<file path="src/rtl/wash_cycle_sequencer.sv">
`default_nettype none
// ============================================================================
// Module   : wash_cycle_sequencer
// Purpose  : Timed sequencer for one complete wash/rinse programme. Phases
//            advance on prescaler ticks, the water-level sensor and the door
//            interlock; drives the hot/cold valves, drum motor and door latch.
// Ports    : clkorig     - system clock, rising edge
//            reset       - synchronous active-high reset
//            power       - mains enable, low forces Off (fault is kept)
//            start       - level; begins a programme in Idle or clears fault
//            door        - 1 = door open (pauses fill/agitate phases)
//            level_full  - 1 = drum full
//            tick        - one-cycle timebase enable
//            phase[2:0]  - current phase (Off=0 .. Rinse_spin=7)
//            water[1:0]  - valve drive, MSB hot, LSB cold
//            motor[1:0]  - 00 off, 01 agitate, 10 spin
//            door_lock   - door latch solenoid
//            busy        - programme in progress (phase 2..7)
//            done        - one-cycle pulse when Rinse_spin completes
//            fault       - sticky fill-timeout flag
// Revision : 1.0 - initial release
// ============================================================================
module wash_cycle_sequencer #(
  parameter int CNT_W         = 8,
  parameter int AGITATE_TICKS = 20,
  parameter int SPIN_TICKS    = 10,
  parameter int FILL_TIMEOUT  = 30
) (
  input  logic       clkorig,
  input  logic       reset,
  input  logic       power,
  input  logic       start,
  input  logic       door,
  input  logic       level_full,
  input  logic       tick,
  output logic [2:0] phase,
  output logic [1:0] water,
  output logic [1:0] motor,
  output logic       door_lock,
  output logic       busy,
  output logic       done,
  output logic       fault
);

  typedef enum logic [2:0] {
    ST_OFF           = 3'd0,
    ST_IDLE          = 3'd1,
    ST_WASH_FILL     = 3'd2,
    ST_WASH_AGITATE  = 3'd3,
    ST_WASH_SPIN     = 3'd4,
    ST_RINSE_FILL    = 3'd5,
    ST_RINSE_AGITATE = 3'd6,
    ST_RINSE_SPIN    = 3'd7
  } state_t;

  // Counter value on which the terminal tick of each phase lands.
  localparam logic [CNT_W-1:0] c_agit_last = CNT_W'(AGITATE_TICKS - 1);
  localparam logic [CNT_W-1:0] c_spin_last = CNT_W'(SPIN_TICKS - 1);
  localparam logic [CNT_W-1:0] c_fill_last = CNT_W'(FILL_TIMEOUT - 1);

  state_t           r_phase, w_phase_nxt;
  logic [CNT_W-1:0] r_cnt, w_cnt_nxt, w_cnt_inc;
  logic             r_pause, w_pause_nxt;
  logic             r_fault, w_fault_nxt;
  logic             r_done, w_done_nxt;

  always_ff @(posedge clkorig) begin
    if (reset) begin
      r_phase <= ST_OFF;
      r_cnt   <= '0;
      r_pause <= 1'b0;
      r_fault <= 1'b0;
      r_done  <= 1'b0;
    end else begin
      r_phase <= w_phase_nxt;
      r_cnt   <= w_cnt_nxt;
      r_pause <= w_pause_nxt;
      r_fault <= w_fault_nxt;
      r_done  <= w_done_nxt;
    end
  end

  always_comb begin
    w_phase_nxt = r_phase;
    w_cnt_nxt   = r_cnt;
    w_pause_nxt = 1'b0;
    w_fault_nxt = r_fault;
    w_done_nxt  = 1'b0;
    w_cnt_inc   = r_cnt + 1'b1;

    if (!power) begin
      // Programme is abandoned; only the fault flag survives a power loss.
      w_phase_nxt = ST_OFF;
      w_cnt_nxt   = '0;
    end else begin
      case (r_phase)
        ST_OFF: begin
          w_phase_nxt = ST_IDLE;
          w_cnt_nxt   = '0;
        end

        ST_IDLE: begin
          if (start) begin
            if (r_fault) begin
              w_fault_nxt = 1'b0;
            end else if (!door) begin
              w_phase_nxt = ST_WASH_FILL;
              w_cnt_nxt   = '0;
            end
          end
        end

        ST_WASH_FILL, ST_RINSE_FILL: begin
          // Open door freezes everything, including a coincident tick.
          if (door) begin
            w_pause_nxt = 1'b1;
          end else if (level_full) begin
            // Sensor wins over a coincident timeout.
            w_phase_nxt = (r_phase == ST_WASH_FILL) ? ST_WASH_AGITATE
                                                    : ST_RINSE_AGITATE;
            w_cnt_nxt   = '0;
          end else if (tick) begin
            if (r_cnt == c_fill_last) begin
              w_fault_nxt = 1'b1;
              w_phase_nxt = ST_IDLE;
              w_cnt_nxt   = '0;
            end else begin
              w_cnt_nxt = w_cnt_inc;
            end
          end
        end

        ST_WASH_AGITATE, ST_RINSE_AGITATE: begin
          if (door) begin
            w_pause_nxt = 1'b1;
          end else if (tick) begin
            if (r_cnt == c_agit_last) begin
              w_phase_nxt = (r_phase == ST_WASH_AGITATE) ? ST_WASH_SPIN
                                                         : ST_RINSE_SPIN;
              w_cnt_nxt   = '0;
            end else begin
              w_cnt_nxt = w_cnt_inc;
            end
          end
        end

        ST_WASH_SPIN, ST_RINSE_SPIN: begin
          // Door is latched during spin, so it is not looked at here.
          if (tick) begin
            if (r_cnt == c_spin_last) begin
              w_cnt_nxt = '0;
              if (r_phase == ST_WASH_SPIN) begin
                w_phase_nxt = ST_RINSE_FILL;
              end else begin
                w_phase_nxt = ST_IDLE;
                w_done_nxt  = 1'b1;
              end
            end else begin
              w_cnt_nxt = w_cnt_inc;
            end
          end
        end

        default: begin
          w_phase_nxt = ST_IDLE;
          w_cnt_nxt   = '0;
        end
      endcase
    end
  end

  // Actuators are decoded from registered phase and pause only.
  always_comb begin
    water     = 2'b00;
    motor     = 2'b00;
    door_lock = 1'b0;
    case (r_phase)
      ST_WASH_FILL:     water = r_pause ? 2'b00 : 2'b10;
      ST_RINSE_FILL:    water = r_pause ? 2'b00 : 2'b01;
      ST_WASH_AGITATE,
      ST_RINSE_AGITATE: motor = r_pause ? 2'b00 : 2'b01;
      ST_WASH_SPIN,
      ST_RINSE_SPIN: begin
        motor     = 2'b10;
        door_lock = 1'b1;
      end
      default: ;
    endcase
  end

  assign phase = r_phase;
  assign busy  = (r_phase != ST_OFF) && (r_phase != ST_IDLE);
  assign done  = r_done;
  assign fault = r_fault;

endmodule
`default_nettype wire

</file>
<file path="config.mk">
export PLATFORM = sky130hd
export DESIGN_NAME = wash_cycle_sequencer
export DESIGN_NICKNAME = d
export VERILOG_FILES = /design/src/rtl/wash_cycle_sequencer.sv
export SDC_FILE = /design/constraint.sdc
export NUM_CORES = 1
export LEC_CHECK = 0
export CORE_MARGIN = 5
export CORE_UTILIZATION = 51
export CTS_CLUSTER_DIAMETER = 150
export DETAILED_ROUTE_END_ITERATION = 6
export PLACE_DENSITY_LB_ADDON = 0.12
export SLEW_MARGIN = 15
export SYNTH_ARGS = -nofsm -noshare
export SYNTH_HDL_FRONTEND = slang
export SYNTH_SLANG_ARGS = --single-unit
</file>
<file path="constraint.sdc">
create_clock -name clkorig -period 2.05 [get_ports clkorig]
set_input_delay 0.615 -clock clkorig [delete_from_list [all_inputs] [get_ports clkorig]]
set_output_delay 0.615 -clock clkorig [all_outputs]
set_load 0.01 [all_outputs]
</file>
==> impl_metrics.csv, run 1 <==
group,metric,value,unit
synthesis,syn_inst,138,
routing,detail_route.first_pass.iterations,4,
synthesis,netlist.area_leader.share,0.272,
routing,antenna_left,0,
run_status,status,"complete, no violations",
synthesis,synth_top_cells_by_count,"dfxtp_1 (14), nand2_1 (14), nor2_1 (10)",
sta,finalHoldViolations,0,
pwr,power.leakage,0.651,nW
setup_path,startpoint,"phase[0]$_SDFFE_PP0P_",
global_routing,grt_pass1_vias,1311,
layout,seq_area,293,µm²
synthesis,yosys_warnings,0,
layout,drive_gt1_frac,0.343,
routing,drt_wl_total,3.76,mm
setup_path,end_kind,"flip-flop",
sta,rsz0062_at_grt,"true",
pwr,powerDensity,415,nW/µm²
place,dp_slack,-0.373,ns
layout,multi_input_comb_area,792,µm²
global_routing,overflow,0,
sta,fmax,0.492,GHz
synthesis,seq_area_frac_synth,0.272,
setup_path,start_kind,"flip-flop",
synthesis,synth_edf_count,0,
sta,worst_hold_slack,0.536,ns
setup_path,r2r_slack,0.02,ns
clock_network,cts_tree,"yes",
synthesis,ys_seq_elements,14,
layout,synthToLayoutAreaGrowth,52.5,%
die,floorplan.initialDensity,0.530,
setup_path,cp_max_fo,11,
clock_network,ctsHoldBuffers,0,
place,place_hpwl,2.35,mm
layout,nets,191,
sta,setup_viol,0,
layout,utilization,0.809,
place,port_buffers,17,
sta,finalCritPeriodShare,0.992,
synthesis,synthArstFlopShare,0,
synthesis,synth_cell_types,44,
pwr,p_total,0.651,mW
setup_path,rr_startpoint,"phase[0]$_SDFFE_PP0P_",
min_path,hp-class,"reg2reg",
routing,drtIter0Drc,74,
place,gp_congestion,0.923,
die,die_w,54.9,µm
synthesis,yosys-top-cells-area,"dfxtp_1 (27%), nand2_1 (5.1%), nand3_1 (4.4%), nand2b_1 (4.3%), nor2_1 (3.6%)",
die,dieArea,3020,µm²
sta,drv_slew,0,
setup_path,r2r_cells,7,
min_path,min_path_cells,2,
global_routing,grt_usage,0.259,
setup_path,crit_type,"reg2reg",
synthesis,yosysTopAreaCell,"dfxtp_1",
clock_network,ctsRootBufferMaster,"clkbuf_4",
sta,setup_ws,0.0170,ns
sta,slew_headroom,0.742,
global_routing,grt_max_degree,12,
setup_path,cp.arrival,2.25,ns
min_path,min_from,"r_cnt[1]$_SDFFE_PP0P_",
pwr,vdd_drop_max,0.000305,V
sta,max_slew.worst_pin.slew,0.386,ns
clock_network,cts_buffers,3,
run,cap_viol_max_count,0,
die,core_region_area,1940,µm²
synthesis,synth_fp_nets,147,
synthesis,synthFlopType,"dfxtp_1",
clock_network,clk_pin_slew,0.10,ns
die,die_height,54.9,µm
sta,skew,0.000583,ns
routing,drc_errors,0,
layout,n_fill_cell,140,
sta,finalSetupTns,0,ns
setup_path,r2r-end,"r_cnt[3]$_SDFFE_PP0P_",
synthesis,syn_area_per_cell,7.46,µm²
clock_network,clockBufferDepth,2,
routing,wl_per_cell,18.1,µm
synthesis,syn_area,1030,µm²
global_routing,grt_antenna_before_repair,0,
clock_network,clkLatencyLatePin,0.29,ns
die,io_pins,18,
min_path,worstHoldEndpoint,"r_cnt[1]$_SDFFE_PP0P_",
sta,period_needed,2.03,ns
routing,vias,1315,
clock_network,clkSinkCount,14,
die,fp-row-count,16,
layout,antenna_cells,0,
routing,vias_per_cell,6.32,
global_routing,grt_pass1_wl,5.65,mm
clock_network,htree_levels,1,
setup_path,crit_required,2.26,ns
## logic make-up after synthesis
group / after synthesis / synth area share
xor+xnor: 1 / 0.00851
compound gates: 38 / 0.256
simple gates: 70 / 0.390
buf+inv: 13 / 0.0486
flops: 14 / 0.272
fa+ha+maj: 2 / 0.0243
## cell type report
| cell class | count | share of cell area |
|---|---|---|
| Inverter | 4 | 0.00956 |
| Timing Repair Buffer | 48 | 0.255 |
| Tap cell | 27 | 0.0215 |
| Clock buffer | 4 | 0.0231 |
| Multi-Input combinational cell | 111 | 0.504 |
| Sequential cell | 14 | 0.186 |
## cells in the final DEF (no fill, tap or decap), types with 4 or more instances in the layout
master and n:
nand2b_1 5, a21oi_1 5, dlygate4sd2_1 6, nand2_1 14, buf_4 29, nor2_1 9
dfxtp_1 10, nand3_1 8, nand4_1 4, o21ai_0 6, a31oi_1 5, or2_2 4
inv_1 4, clkdlybuf4s50_1 8
## routing by layer
layer	vias up	GRT usage	part of all wire
li1	600	-	-
met4	0	0.150	0.025
met1	628	0.303	0.40
met3	14	0.0375	0.090
met5	-	0	0
met2	73	0.447	0.49
## sequential cells by signal, summed over array words and instances, names as in the netlist
signal,cells
done,1
fault,1
phase,3
r_cnt,8
r_pause,1
## how the worst max path moves through the flow
| stage | end | slack [ns] | depth (start not counted) |
|---|---|---|---|
| after detailed placement | phase[2]$_SDFFE_PP0P_ | -0.37 | 6 |
| after CTS | fault$_SDFFE_PP0P_ | 0.0005 | 6 |
| after global routing | phase[2]$_SDFFE_PP0P_ | -0.05 | 7 |
| after global placement | phase[2]$_SDFFE_PP0P_ | -0.29 | 6 |
| after floorplan | r_cnt[5]$_SDFFE_PP0P_ | 0.19 | 7 |
| final | r_cnt[3]$_SDFFE_PP0P_ | 0.02 | 7 |
## metrics by stage
stage	cell area, µm²	cells
3_5_place_dp	1400	200
6_report	1570	208
2_1_floorplan	1030	138
4_1_cts	1490	205
3_3_place_gp	1400	200
5_1_grt	1570	208
## repair_timing
action | 4_1_cts | 5_1_grt
cloned | 0 | 1
pin swaps | 1 | 5
resized for setup | 22 | 17
buffers inserted | 1 | 2
setup endpoints to repair | 17 | 16
## worst max-delay path, stage by stage, from the launching register on
cell and delay (ns):
dfxtp_4 0.39, buf_4 0.18, or3b_1 0.37, a221o_1 0.39
o221ai_4 0.13, buf_6 0.17, nand4_1 0.09, a31oi_1 0.22
## power breakdown
part / leakage [nW] / switching (mW) / internal, mW
Combinational: 0.515 / 0.0811 / 0.0762
Clock: 0.0210 / 0.106 / 0.108
Sequential: 0.116 / 0.00711 / 0.273
Power figures use the tool's default switching activity.
==> run 2: changes to the inputs <==
Settings changed: CORE_UTILIZATION 51 to 55, CTS_CLUSTER_SIZE from default to 12, DONT_BUFFER_PORTS from default to 1, SLEW_MARGIN 15 to 0.
==> impl_metrics.csv, run 2 (synthesized netlist as in run 1, its figures left out) <==
group,metric,value,unit
run_status,status,"complete, no violations",
clock_network,ctsHoldBuffers,0,
die,fp-row-count,15,
routing,vias,1132,
pwr,powerDensity,465,nW/µm²
layout,n_fill_cell,133,
layout,drive_gt1_frac,0.255,
routing,detail_route.first_pass.iterations,4,
setup_path,cpPeakStageDelay,0.55,ns
global_routing,grt_pass1_wl,4.60,mm
setup_path,cp.arrival,2.21,ns
die,die_w,53.3,µm
global_routing,grt_max_degree,17,
die,die_height,53.3,µm
setup_path,cp_slowest_cell,"or4_4",
clock_network,cts_buffers,3,
global_routing,grt_pass1_vias,1015,
routing,drt_wl_total,2.86,mm
global_routing,overflow,0,
routing,vias_per_cell,6.51,
layout,nets,159,
sta,worst_hold_slack,0.393,ns
sta,finalCritPeriodShare,0.985,
setup_path,crit_type,"reg2reg",
layout,final_cell_mix,"buf_4 (16), nand2_1 (14), dfxtp_1 (13)",
sta,finalHoldViolations,0,
sta,drv_slew,0,
routing,drtIter0Drc,59,
layout,antenna_cells,0,
sta,period_needed,2.02,ns
routing,antenna_left,0,
sta,fmax,0.495,GHz
pwr,power.leakage,0.460,nW
sta,finalSetupTns,0,ns
setup_path,cp_max_fo,6,
sta,setup_viol,0,
sta,skew,0.00302,ns
layout,synthToLayoutAreaGrowth,20.9,%
place,place_hpwl,1.98,mm
setup_path,end_kind,"flip-flop",
clock_network,cts_tree,"yes",
place,port_buffers,0,
routing,drc_errors,0,
die,dieArea,2840,µm²
clock_network,htree_levels,1,
die,core_region_area,1750,µm²
layout,top_register,"r_cnt",
sta,slew_headroom,0.600,
setup_path,crit_family,"simple AND/OR/NAND/NOR gates",
sta,rsz0062_at_grt,"true",
sta,max_slew.worst_pin.slew,0.598,ns
clock_network,clockBufferDepth,2,
setup_path,critPathBufInv,0,
pwr,vdd_drop_max,0.000432,V
setup_path,start_kind,"flip-flop",
setup_path,worstPathCellList,"or4_4 -> nor3_4 -> o221ai_4 -> or3_4 -> o32ai_2",
min_path,hp-class,"in2reg",
die,floorplan.initialDensity,0.590,
place,gp_congestion,0.885,
clock_network,clkLatencyLatePin,0.28,ns
clock_network,clkSinkCount,14,
run,cap_viol_max_count,0,
clock_network,ctsRootBufferMaster,"clkbuf_4",
global_routing,grt_usage,0.218,
routing,wl_per_cell,16.4,µm
die,io_pins,18,
global_routing,grt_antenna_before_repair,0,
layout,largest_register_ffs,8,
setup_path,crit_required,2.24,ns
layout,layout_commonest_cell,"buf_4",
clock_network,clk_pin_slew,0.08,ns
==> run 2: layer usage <==
| metal | track usage | share of wire | vias up |
|---|---|---|---|
| li1 | - | - | 540 |
| met1 | 0.270 | 0.44 | 533 |
| met2 | 0.365 | 0.47 | 51 |
| met3 | 0.0648 | 0.063 | 8 |
| met4 | 0.0511 | 0.025 | 0 |
| met5 | 0 | 0 | - |
==> run 2: layout make-up <==
class,instances,area [µm²],share of cell area
Multi-Input combinational cell,111,761,0.611
Sequential cell,14,282,0.226
Timing Repair Buffer,16,120,0.0965
Clock buffer,4,36.3,0.0291
Tap cell,25,31.3,0.0251
Inverter,4,15.0,0.0121
==> run 2: worst paths after layout <==
kind	start	to	slack, ns	cells past startpoint
worst max-delay path	r_cnt[7]$_SDFFE_PP0P_	phase[2]$_SDFFE_PP0P_	0.03	5
worst min-delay path	reset	fault$_SDFFE_PP0P_	0.39	1
worst max register to register	r_cnt[7]$_SDFFE_PP0P_	phase[2]$_SDFFE_PP0P_	0.03	5
worst min register to register	r_cnt[1]$_SDFFE_PP0P_	r_cnt[1]$_SDFFE_PP0P_	0.53	2
==> run 2: timing repair <==
action,in CTS,in global routing
buffers inserted,0,2
hold endpoints to repair,0,0
resized for setup,1,11
endpoints found under the setup margin,1,8
pin swaps,1,1
==> run 2: through the flow <==
| stage | utilization | setup slack, ns | instances | cell area, µm² | power (mW) |
|---|---|---|---|---|---|
| floorplan | - | 0.185 | 138 | 1030 | 0.351 |
| global placement | 0.648 | 0.0610 | 168 | 1130 | 0.376 |
| detailed placement | 0.648 | 0.0144 | 168 | 1130 | 0.377 |
| CTS | 0.674 | 0.0120 | 172 | 1180 | 0.574 |
| global route | 0.713 | -0.0461 | 174 | 1240 | 0.607 |
| finish | 0.713 | 0.0311 | 174 | 1240 | 0.578 |
==> run 2: report_power, final <==
| group | internal [mW] | total, mW | switching, mW |
|---|---|---|---|
| registers | 0.275 | 0.281 | 0.00623 |
| logic | 0.0428 | 0.102 | 0.0588 |
| clock network | 0.108 | 0.195 | 0.0874 |
